`src/rtl/mem_arb_pkg.sv`:
```
// Shared types for the unified instruction/data memory arbiter.
package mem_arb_pkg;

  // Owner tag carried alongside each in-flight memory read.
  typedef enum logic [1:0] {
    OWN_NONE = 2'd0,
    OWN_I    = 2'd1,
    OWN_D    = 2'd2
  } owner_t;

  // Activity state of the arbiter; used for observability and power gating.
  typedef enum logic [1:0] {
    IDLE   = 2'd0,
    ACTIVE = 2'd1,
    DRAIN  = 2'd2
  } arb_state_t;

endpackage

```
`src/rtl/rd_tag_pipe.sv`:
```
// Owner-tag shift register that follows each read through the memory latency.
// A flush cancels fetch tags still inside the pipe; the tail tag being
// delivered in the flush cycle is unaffected because it leaves at that edge.
module rd_tag_pipe
  import mem_arb_pkg::*;
#(
  parameter int MEM_LATENCY = 1
) (
  input  logic   clk,
  input  logic   rstn,
  input  logic   flush,
  input  owner_t push,
  output owner_t tail,
  output logic   pipe_empty
);

  owner_t stage_q [MEM_LATENCY];

  // Shift tags toward the tail, dropping fetch tags that are overtaken by a flush.
  always_ff @(posedge clk or negedge rstn) begin
    if (!rstn) begin
      for (int i = 0; i < MEM_LATENCY; i++) begin
        stage_q[i] <= OWN_NONE;
      end
    end else begin
      stage_q[0] <= push;
      for (int i = 1; i < MEM_LATENCY; i++) begin
        stage_q[i] <= (flush && (stage_q[i-1] == OWN_I)) ? OWN_NONE : stage_q[i-1];
      end
    end
  end

  // Report whether any read is still travelling through the pipe.
  always_comb begin
    pipe_empty = 1'b1;
    for (int i = 0; i < MEM_LATENCY; i++) begin
      if (stage_q[i] != OWN_NONE) begin
        pipe_empty = 1'b0;
      end
    end
  end

  assign tail = stage_q[MEM_LATENCY-1];

endmodule

```
`src/rtl/unified_mem_arbiter.sv`:
```
// Arbitrates one single-port synchronous memory between the fetch port and
// the load/store port. Data has priority, with a streak counter that forces a
// fetch grant after too many consecutive contended data grants.
module unified_mem_arbiter
  import mem_arb_pkg::*;
#(
  parameter int ADDR_WIDTH      = 32,
  parameter int DATA_WIDTH      = 32,
  parameter int MEM_LATENCY     = 1,
  parameter int MAX_DATA_STREAK = 4
) (
  input  logic                      clk,
  input  logic                      rstn,
  input  logic                      i_req,
  input  logic [ADDR_WIDTH-1:0]     i_addr,
  output logic                      i_ready,
  output logic                      i_rvalid,
  output logic [DATA_WIDTH-1:0]     i_rdata,
  input  logic                      d_req,
  input  logic                      d_we,
  input  logic [ADDR_WIDTH-1:0]     d_addr,
  input  logic [DATA_WIDTH-1:0]     d_wdata,
  input  logic [DATA_WIDTH/8-1:0]   d_be,
  output logic                      d_ready,
  output logic                      d_rvalid,
  output logic [DATA_WIDTH-1:0]     d_rdata,
  input  logic                      flush,
  output logic                      mem_en,
  output logic                      mem_we,
  output logic [ADDR_WIDTH-1:0]     mem_addr,
  output logic [DATA_WIDTH-1:0]     mem_wdata,
  output logic [DATA_WIDTH/8-1:0]   mem_be,
  input  logic [DATA_WIDTH-1:0]     mem_rdata,
  output logic                      fetch_stall,
  output logic                      mem_stall
);

  localparam int SW = $clog2(MAX_DATA_STREAK + 1);
  localparam int BW = DATA_WIDTH / 8;
  localparam logic [SW-1:0] STREAK_MAX = SW'(MAX_DATA_STREAK);

  logic [SW-1:0] streak_q;
  logic          d_win;
  logic          i_win;
  logic          grant;
  owner_t        push_tag;
  owner_t        tail_tag;
  logic          pipe_empty;
  arb_state_t    state_q;
  arb_state_t    state_d;

  // Pick the winner: data first, unless fetch has waited out a full streak.
  always_comb begin
    d_win = d_req && (!i_req || (streak_q != STREAK_MAX));
    i_win = i_req && !d_win;
  end

  assign grant       = i_win | d_win;
  assign d_ready     = d_win;
  assign i_ready     = i_win;
  assign fetch_stall = i_req & ~i_win;
  assign mem_stall   = d_req & ~d_win;

  // Count consecutive contended data grants; any fetch grant or idle fetch resets it.
  always_ff @(posedge clk or negedge rstn) begin
    if (!rstn) begin
      streak_q <= '0;
    end else if (!i_req || i_win) begin
      streak_q <= '0;
    end else if (d_win && (streak_q != STREAK_MAX)) begin
      streak_q <= streak_q + 1'b1;
    end
  end

  // Route the winner onto the memory port and tag reads with their owner.
  always_comb begin
    mem_en    = 1'b0;
    mem_we    = 1'b0;
    mem_addr  = '0;
    mem_wdata = '0;
    mem_be    = '0;
    push_tag  = OWN_NONE;
    if (d_win) begin
      mem_en    = 1'b1;
      mem_we    = d_we;
      mem_addr  = d_addr;
      mem_wdata = d_wdata;
      mem_be    = d_be;
      push_tag  = d_we ? OWN_NONE : OWN_D;
    end else if (i_win) begin
      mem_en    = 1'b1;
      mem_addr  = i_addr;
      mem_be    = {BW{1'b1}};
      push_tag  = OWN_I;
    end
  end

  rd_tag_pipe #(
    .MEM_LATENCY (MEM_LATENCY)
  ) u_rd_tag_pipe (
    .clk        (clk),
    .rstn       (rstn),
    .flush      (flush),
    .push       (push_tag),
    .tail       (tail_tag),
    .pipe_empty (pipe_empty)
  );

  assign i_rvalid = (tail_tag == OWN_I);
  assign d_rvalid = (tail_tag == OWN_D);
  assign i_rdata  = mem_rdata;
  assign d_rdata  = mem_rdata;

  // Activity state register.
  always_ff @(posedge clk or negedge rstn) begin
    if (!rstn) begin
      state_q <= IDLE;
    end else begin
      state_q <= state_d;
    end
  end

  // Track whether the port is issuing, draining outstanding reads, or quiet.
  always_comb begin
    state_d = state_q;
    case (state_q)
      IDLE: begin
        if (grant) state_d = ACTIVE;
      end
      ACTIVE: begin
        if (!grant) state_d = pipe_empty ? IDLE : DRAIN;
      end
      DRAIN: begin
        if (grant)           state_d = ACTIVE;
        else if (pipe_empty) state_d = IDLE;
      end
      default: state_d = IDLE;
    endcase
  end

endmodule

```
`config.mk`:
```
export PLATFORM = sky130hd
export DESIGN_NAME = unified_mem_arbiter
export DESIGN_NICKNAME = d
export VERILOG_FILES = /design/src/rtl/mem_arb_pkg.sv /design/src/rtl/rd_tag_pipe.sv /design/src/rtl/unified_mem_arbiter.sv
export SDC_FILE = /design/constraint.sdc
export NUM_CORES = 1
export LEC_CHECK = 0
export BUFFER_PORTS_ARGS = -buffer_cell sky130_fd_sc_hd__buf_2
export CELL_PAD_IN_SITES_DETAIL_PLACEMENT = 0
export CELL_PAD_IN_SITES_GLOBAL_PLACEMENT = 1
export CORE_AREA = 2 2 106 108
export DETAILED_ROUTE_END_ITERATION = 12
export DIE_AREA = 0 0 108 110
export GPL_ROUTABILITY_DRIVEN = 0
export MAX_ROUTING_LAYER = met4
export PLACE_DENSITY_LB_ADDON = 0.1
export SYNTH_ARGS = -nofsm -noshare
export SYNTH_HDL_FRONTEND = slang
export SYNTH_SLANG_ARGS = --single-unit
```
`constraint.sdc`:
```
create_clock -name clk -period 2.99 [get_ports clk]
set_clock_uncertainty 0.2 [all_clocks]
set_input_delay 0.299 -clock clk [delete_from_list [all_inputs] [get_ports clk]]
set_output_delay 0.299 -clock clk [all_outputs]
set_load 0.02 [all_outputs]
```
== Yosys cells after proc, flatten, opt, wreduce, memory -nomap -nowiden ==
Index checks and enable logic that the tools add are counted.
Storage, ports and cells
  flip-flop bits (word level): 5
  output and inout port bits: 140
Cells by class
  add/subtract/negate cells: 1
  equal/unequal tests: 3
  muxes and demuxes: 13
  bitwise operators: 4
  reductions and logical operators: 8
Operators with widths (number)
  32-bit two-way mux: 3
  4-bit two-way mux: 2
  3-bit two-way mux: 2
  1-bit two-way mux: 4
  2-bit two-way mux: 2
  3-bit by 1-bit adder with 3-bit output, second input constant: 1
  1-bit logical AND: 3
  3-bit inequality test, second input constant: 1
  1-bit AND: 2
  2-bit by 1-bit equality test with 1-bit output, second input constant: 1
  2-bit equality test, second input constant: 1
  1-bit logical NOT: 2
  1-bit logical OR: 2
  1-bit inverter: 2
  2-bit nonzero test: 1

== Logic depth before layout (Yosys ltp) ==
  depth in word-level cells: 7
  depth in mapped cells: 6
  depth with buffers taken out: 4

== Modules after synthesis ==
From an unflattened synthesis, not the netlist that was laid out.
Unflattened totals
  cell total of the unflattened synthesis: 255
  area, all modules: 1803.0 um2
By module, submodules not included
  unified_mem_arbiter: instances 1, cells each 252, area an instance 1749.2 um2, sequential area each 75.1 um2
  rd_tag_pipe: instances 1, cells each 3, area an instance 53.8 um2, sequential area each 50.0 um2

== Least setup slack after synthesis ==
No wires, ideal clock.
  path kind: register to output
  from: register streak_q[0]
  to: output port d_ready
  arrival time: 1.384 ns
  required time: 2.491 ns
  setup slack: 1.107 ns
  cell stages (with the launch flop): 7
  path buffers: 2
  cells stage by stage: dfrtp_1 > inv_1 > ha_1 > and3_1 > buf_6 > buf_12 > nor2_1
Between the ends
  word-level cells in the longest chain between the ends: 3
Ends and longest elaborated chain
  from (decl): RTL line unified_mem_arbiter.sv:42  | logic [SW-1:0] streak_q;
  from (signal assigned): RTL line unified_mem_arbiter.sv:71  | streak_q <= streak_q + 1'b1;
  3-bit inequality test: RTL line unified_mem_arbiter.sv:54  | d_win = d_req && (!i_req || (streak_q != STREAK_MAX));
  1-bit logical OR: RTL line unified_mem_arbiter.sv:54
  1-bit logical AND: RTL line unified_mem_arbiter.sv:54
  to (decl): RTL line unified_mem_arbiter.sv:24  | output logic d_ready,
Every way passes these cells.

== Worst setup path after layout ==
  from: register streak_q[0]
  to: output port mem_we
Between the ends
  word-level cells in the longest chain between the ends: 4
Ends and longest elaborated chain
  3-bit inequality test: RTL line unified_mem_arbiter.sv:54
  1-bit logical OR: RTL line unified_mem_arbiter.sv:54
  1-bit logical AND: RTL line unified_mem_arbiter.sv:54
  1-bit two-way mux: RTL line unified_mem_arbiter.sv:83  | if (d_win) begin
  to (decl): RTL line unified_mem_arbiter.sv:29  | output logic mem_we,
Every way passes these cells.

==> impl_results.html <==
<table>
<tr><th>Metric</th><th>Value</th></tr>
<tr><th colspan="2">Die</th></tr>
<tr><td>Starting Density</td><td>16.82%</td></tr>
<tr><td>Die area</td><td>11880 sq um</td></tr>
<tr><td>Die Width</td><td>between 100 and 150 um</td></tr>
<tr><td>Chip height</td><td>approximately 110 um</td></tr>
<tr><td>Floorplan row count</td><td>38</td></tr>
<tr><td>Count of pins on the block boundary</td><td>~280</td></tr>
<tr><td>Core region area</td><td>between 10000 and 15000 sq um</td></tr>
<tr><th colspan="2">Detailed routing</th></tr>
<tr><td>Total number of vias</td><td>approximately 2000</td></tr>
<tr><td>Drt pass-1 iters</td><td>2</td></tr>
<tr><td>Starting DRT DRC Count</td><td>between 80 and 90</td></tr>
<tr><td>Average vias per placed instance</td><td>4.048</td></tr>
<tr><td># DRC</td><td>0</td></tr>
<tr><td>Drt wl/cell</td><td>approximately 14 um</td></tr>
<tr><td>Total routed wirelength</td><td>between 6 and 7 mm</td></tr>
<tr><td>Detail Route Antenna Nets</td><td>0</td></tr>
<tr><th colspan="2">Pwr</th></tr>
<tr><td>P per Cell Area</td><td>~230 nW/um^2</td></tr>
<tr><td>Peak ir drop on the vdd network</td><td>approximately 0.000089 V</td></tr>
<tr><td>Total power consumption of the routed design</td><td>0.0005430 W</td></tr>
<tr><td>Leakage</td><td>1.404 nW</td></tr>
<tr><th colspan="2">Run status</th></tr>
<tr><td>Outcome</td><td>completed</td></tr>
<tr><th colspan="2">Critical path</th></tr>
<tr><td>Data arrival time of the critical path</td><td>1.97 ns</td></tr>
<tr><td>WP data required</td><td>approximately 2.5 ns</td></tr>
<tr><td>Crit end category</td><td>output port</td></tr>
<tr><td>Path type of the worst setup path</td><td>register to output port</td></tr>
<tr><td>CP Max Fanout</td><td>33</td></tr>
<tr><td>Worst setup SP type</td><td>register</td></tr>
<tr><th colspan="2">Cells and area</th></tr>
<tr><td>Count of inserted antenna diode cells</td><td>0</td></tr>
<tr><td># nets final</td><td>500</td></tr>
<tr><td>Area growth from synthesis to final layout</td><td>29.62%</td></tr>
<tr><td>Post-route cell area</td><td>between 2000 and 2500 sq um</td></tr>
<tr><td>Share of cells above drive strength 1</td><td>~62%</td></tr>
<tr><th colspan="2">Timing</th></tr>
<tr><td>Setup TNS</td><td>0 ns</td></tr>
<tr><td>Total setup violations reported at the end of the flow</td><td>0</td></tr>
<tr><td>Worst Max-Slew Pin Slew</td><td>0.5003 ns</td></tr>
<tr><td>RSZ-0062 raised after global routing</td><td>no</td></tr>
<tr><td>Worst hold slack</td><td>0.07425 ns</td></tr>
<tr><td>Slew margin rel.</td><td>66.61%</td></tr>
<tr><td>Period utilisation layout</td><td>between 80 and 90%</td></tr>
<tr><td>Count of endpoints failing hold in the final timing report</td><td>0</td></tr>
<tr><td>Count of pins over their slew limit</td><td>0</td></tr>
<tr><td>Maximum clock frequency</td><td>405.0 MHz</td></tr>
<tr><td>Final min period</td><td>roughly 2.5 ns</td></tr>
<tr><th colspan="2">Synthesis</th></tr>
<tr><td>Largest area contributor in the netlist</td><td>buf_4</td></tr>
<tr><td>Top-area cell type share of the netlist area</td><td>27.12%</td></tr>
<tr><td>Average size of a mapped cell</td><td>a little over 7 sq um</td></tr>
<tr><td>Share of synthesized area occupied by flip-flops and latches</td><td>6.954%</td></tr>
<tr><td>Yosys synthesis warning count</td><td>0</td></tr>
<tr><td>Number of distinct library cells after synthesis</td><td>23</td></tr>
<tr><td>Cell area after synthesis</td><td>1799 sq um</td></tr>
<tr><td>Leading post-synthesis cells by cell area</td><td>buf_4 (27%), o22ai_2 (19%), nand2_1 (15%)</td></tr>
<tr><td>Number of standard cells after synthesis</td><td>between 200 and 300</td></tr>
<tr><td>Synth Net Count</td><td>between 300 and 400</td></tr>
<tr><td>Synthesis-stage register bit count</td><td>5</td></tr>
<tr><th colspan="2">Placement</th></tr>
<tr><td>Number of port buffers</td><td>between 150 and 200</td></tr>
<tr><td>Placement-stage cell area</td><td>approximately 2300 sq um</td></tr>
<tr><td>Hpwl dp</td><td>~5.2 mm</td></tr>
<tr><th colspan="2">CTS</th></tr>
<tr><td>Post-CTS setup buffers</td><td>0</td></tr>
<tr><td>Clock tree from TritonCTS</td><td>built</td></tr>
<tr><td>Library cell used as clock root buffer</td><td>clkbuf_8</td></tr>
<tr><td>Clock buffers created by TritonCTS</td><td>3</td></tr>
<tr><td>Clock-pin slew of the registers on the worst-case setup and hold paths</td><td>approximately 0.040 ns</td></tr>
<tr><td>Deepest clock path buffer count</td><td>2</td></tr>
<tr><td>Number of clock sinks</td><td>5</td></tr>
<tr><td>Clock latency on the worst-skew pair</td><td>around 0.22 ns</td></tr>
<tr><td>Clock H-tree levels</td><td>1</td></tr>
<tr><th colspan="2">Run</th></tr>
<tr><td>Number of max-cap violations</td><td>0</td></tr>
<tr><th colspan="2">Global route</th></tr>
<tr><td>Global-route congestion overflow total</td><td>0</td></tr>
<tr><td>Number of antenna violations at the first check in global routing</td><td>0</td></tr>
<tr><td>Number of global-route vias before repair</td><td>around 1900</td></tr>
<tr><td>Pin count of the biggest net entering global routing</td><td>36</td></tr>
<tr><td>Global-route wire length before repair</td><td>between 9 and 10 mm</td></tr>
<tr><td>Global-route total usage across every layer</td><td>roughly a tenth</td></tr>
<tr><th colspan="2">Worst hold path</th></tr>
<tr><td>Path type of the worst min-delay path</td><td>primary input to register</td></tr>
</table>
==> layout by cell type (no fill, tap or decap) <==
| cell type | Yosys | routed |
|---|---|---|
| o21ai_0 | 4 | 4 |
| nor3_2 | 1 | 1 |
| and3_2 | 0 | 1 |
| o22ai_2 | 28 | 28 |
| buf_4 | 65 | 7 |
| clkbuf_8 | 0 | 3 |
| a21boi_4 | 0 | 1 |
| nand3_2 | 1 | 1 |
| nand2b_1 | 1 | 1 |
| nor2_1 | 4 | 4 |
| dlygate4sd3_1 | 0 | 1 |
| nand2_1 | 71 | 71 |
| nor3b_1 | 1 | 1 |
| and4_1 | 1 | 1 |
| and3_1 | 34 | 33 |
| dfrtp_1 | 5 | 5 |
| buf_2 | 2 | 180 |
| a21oi_1 | 2 | 2 |
| nor2b_1 | 2 | 2 |
| clkbuf_1 | 12 | 1 |
| o22ai_1 | 4 | 4 |
| ha_1 | 2 | 2 |
| inv_1 | 4 | 4 |
| or3b_1 | 1 | 1 |
==> layer usage <==
metal | global-route usage (%) | vias up | wire [um]
met5 | - | - | 0
met4 | 3.480 | 0 | 155
met3 | 2.352 | 20 | 668
met2 | 20.71 | 110 | 3527
met1 | 10.28 | 898 | 2390
li1 | - | 992 | -
==> power by group <==
part	switching (W)	leakage [nW]	internal [W]
sequential	0.00000161	0.0666	0.0000707
clock	0.0000331	0.0228	0.0000915
combinational	0.000198	1.31	0.000148
==> synthesized netlist by cell type (all sizes together) <==
cell    instances
a21oi           2
dfrtp           5
nor2            4
nand2          71
ha              2
clkbuf         12
o21ai           4
inv             4
nor2b           2
nand3           1
and4            1
and3           34
nor3b           1
buf            75
a21boi          1
nor3            1
or3b            1
nand2b          1
o22ai          32
==> stage by stage <==
| step | instances | setup slack [ns] | utilization, % |
|---|---|---|---|
| after floorplan | 254 | 1.107 | - |
| after global placement | 494 | 0.7384 | 21.29 |
| after detailed placement | 494 | 0.7432 | 21.29 |
| after CTS | 499 | 0.5070 | 21.80 |
| after global routing | 499 | 0.3167 | 21.80 |
| final | 499 | 0.5211 | 21.80 |
==> worst paths after layout <==
| kind | cells past startpoint | end | slack [ns] | from |
|---|---|---|---|---|
| min | 2 | u_rd_tag_pipe.tail[1] | 0.07 | d_we |
| max in group asynchronous | 2 | streak_q[1] | 2.23 | rstn |
| min in group asynchronous | 2 | u_rd_tag_pipe.tail[1] | 0.23 | rstn |
| min reg2reg | 1 | streak_q[0] | 0.28 | streak_q[0] |
| max | 5 | mem_we | 0.52 | streak_q[0] |
| max reg2reg | 5 | u_rd_tag_pipe.tail[1] | 1.29 | streak_q[0] |
==> final cells by class <==
cell class,instances,area [sq um]
Fill cell,1242,8366
Tap cell,140,175.2
Inverter,4,15.01
Clock buffer,4,45.04
Timing Repair Buffer,188,963.4
Multi-Input combinational cell,158,1008
Sequential cell,5,125.1
==> critical path, cell delays in order (launching register included) <==
cell and delay (ns):
dfrtp_1 0.39, inv_1 0.07, ha_1 0.29, nand3_2 0.46
and3_1 0.38, buf_2 0.16
==> what timing repair did <==
item	in CTS	in global routing
endpoints found under the hold margin	5	0
hold buffers	1	0
resized for setup	0	0
==> registers in the layout, indices dropped and copies added (netlist names) <==
register,flops
streak_q,3
u_rd_tag_pipe.tail,2
==> cell families (layout without fill, tap and decap cells) <==
kind of cell / count (synthesis) / count (layout) / synth area share, %
simple gates: 117 / 117 / 31.02
buf+inv: 91 / 196 / 37.48
compound gates: 39 / 39 / 23.16
flops: 5 / 5 / 6.954
fa+ha+maj: 2 / 2 / 1.391
No activity file was read; power rests on OpenSTA's default activity.
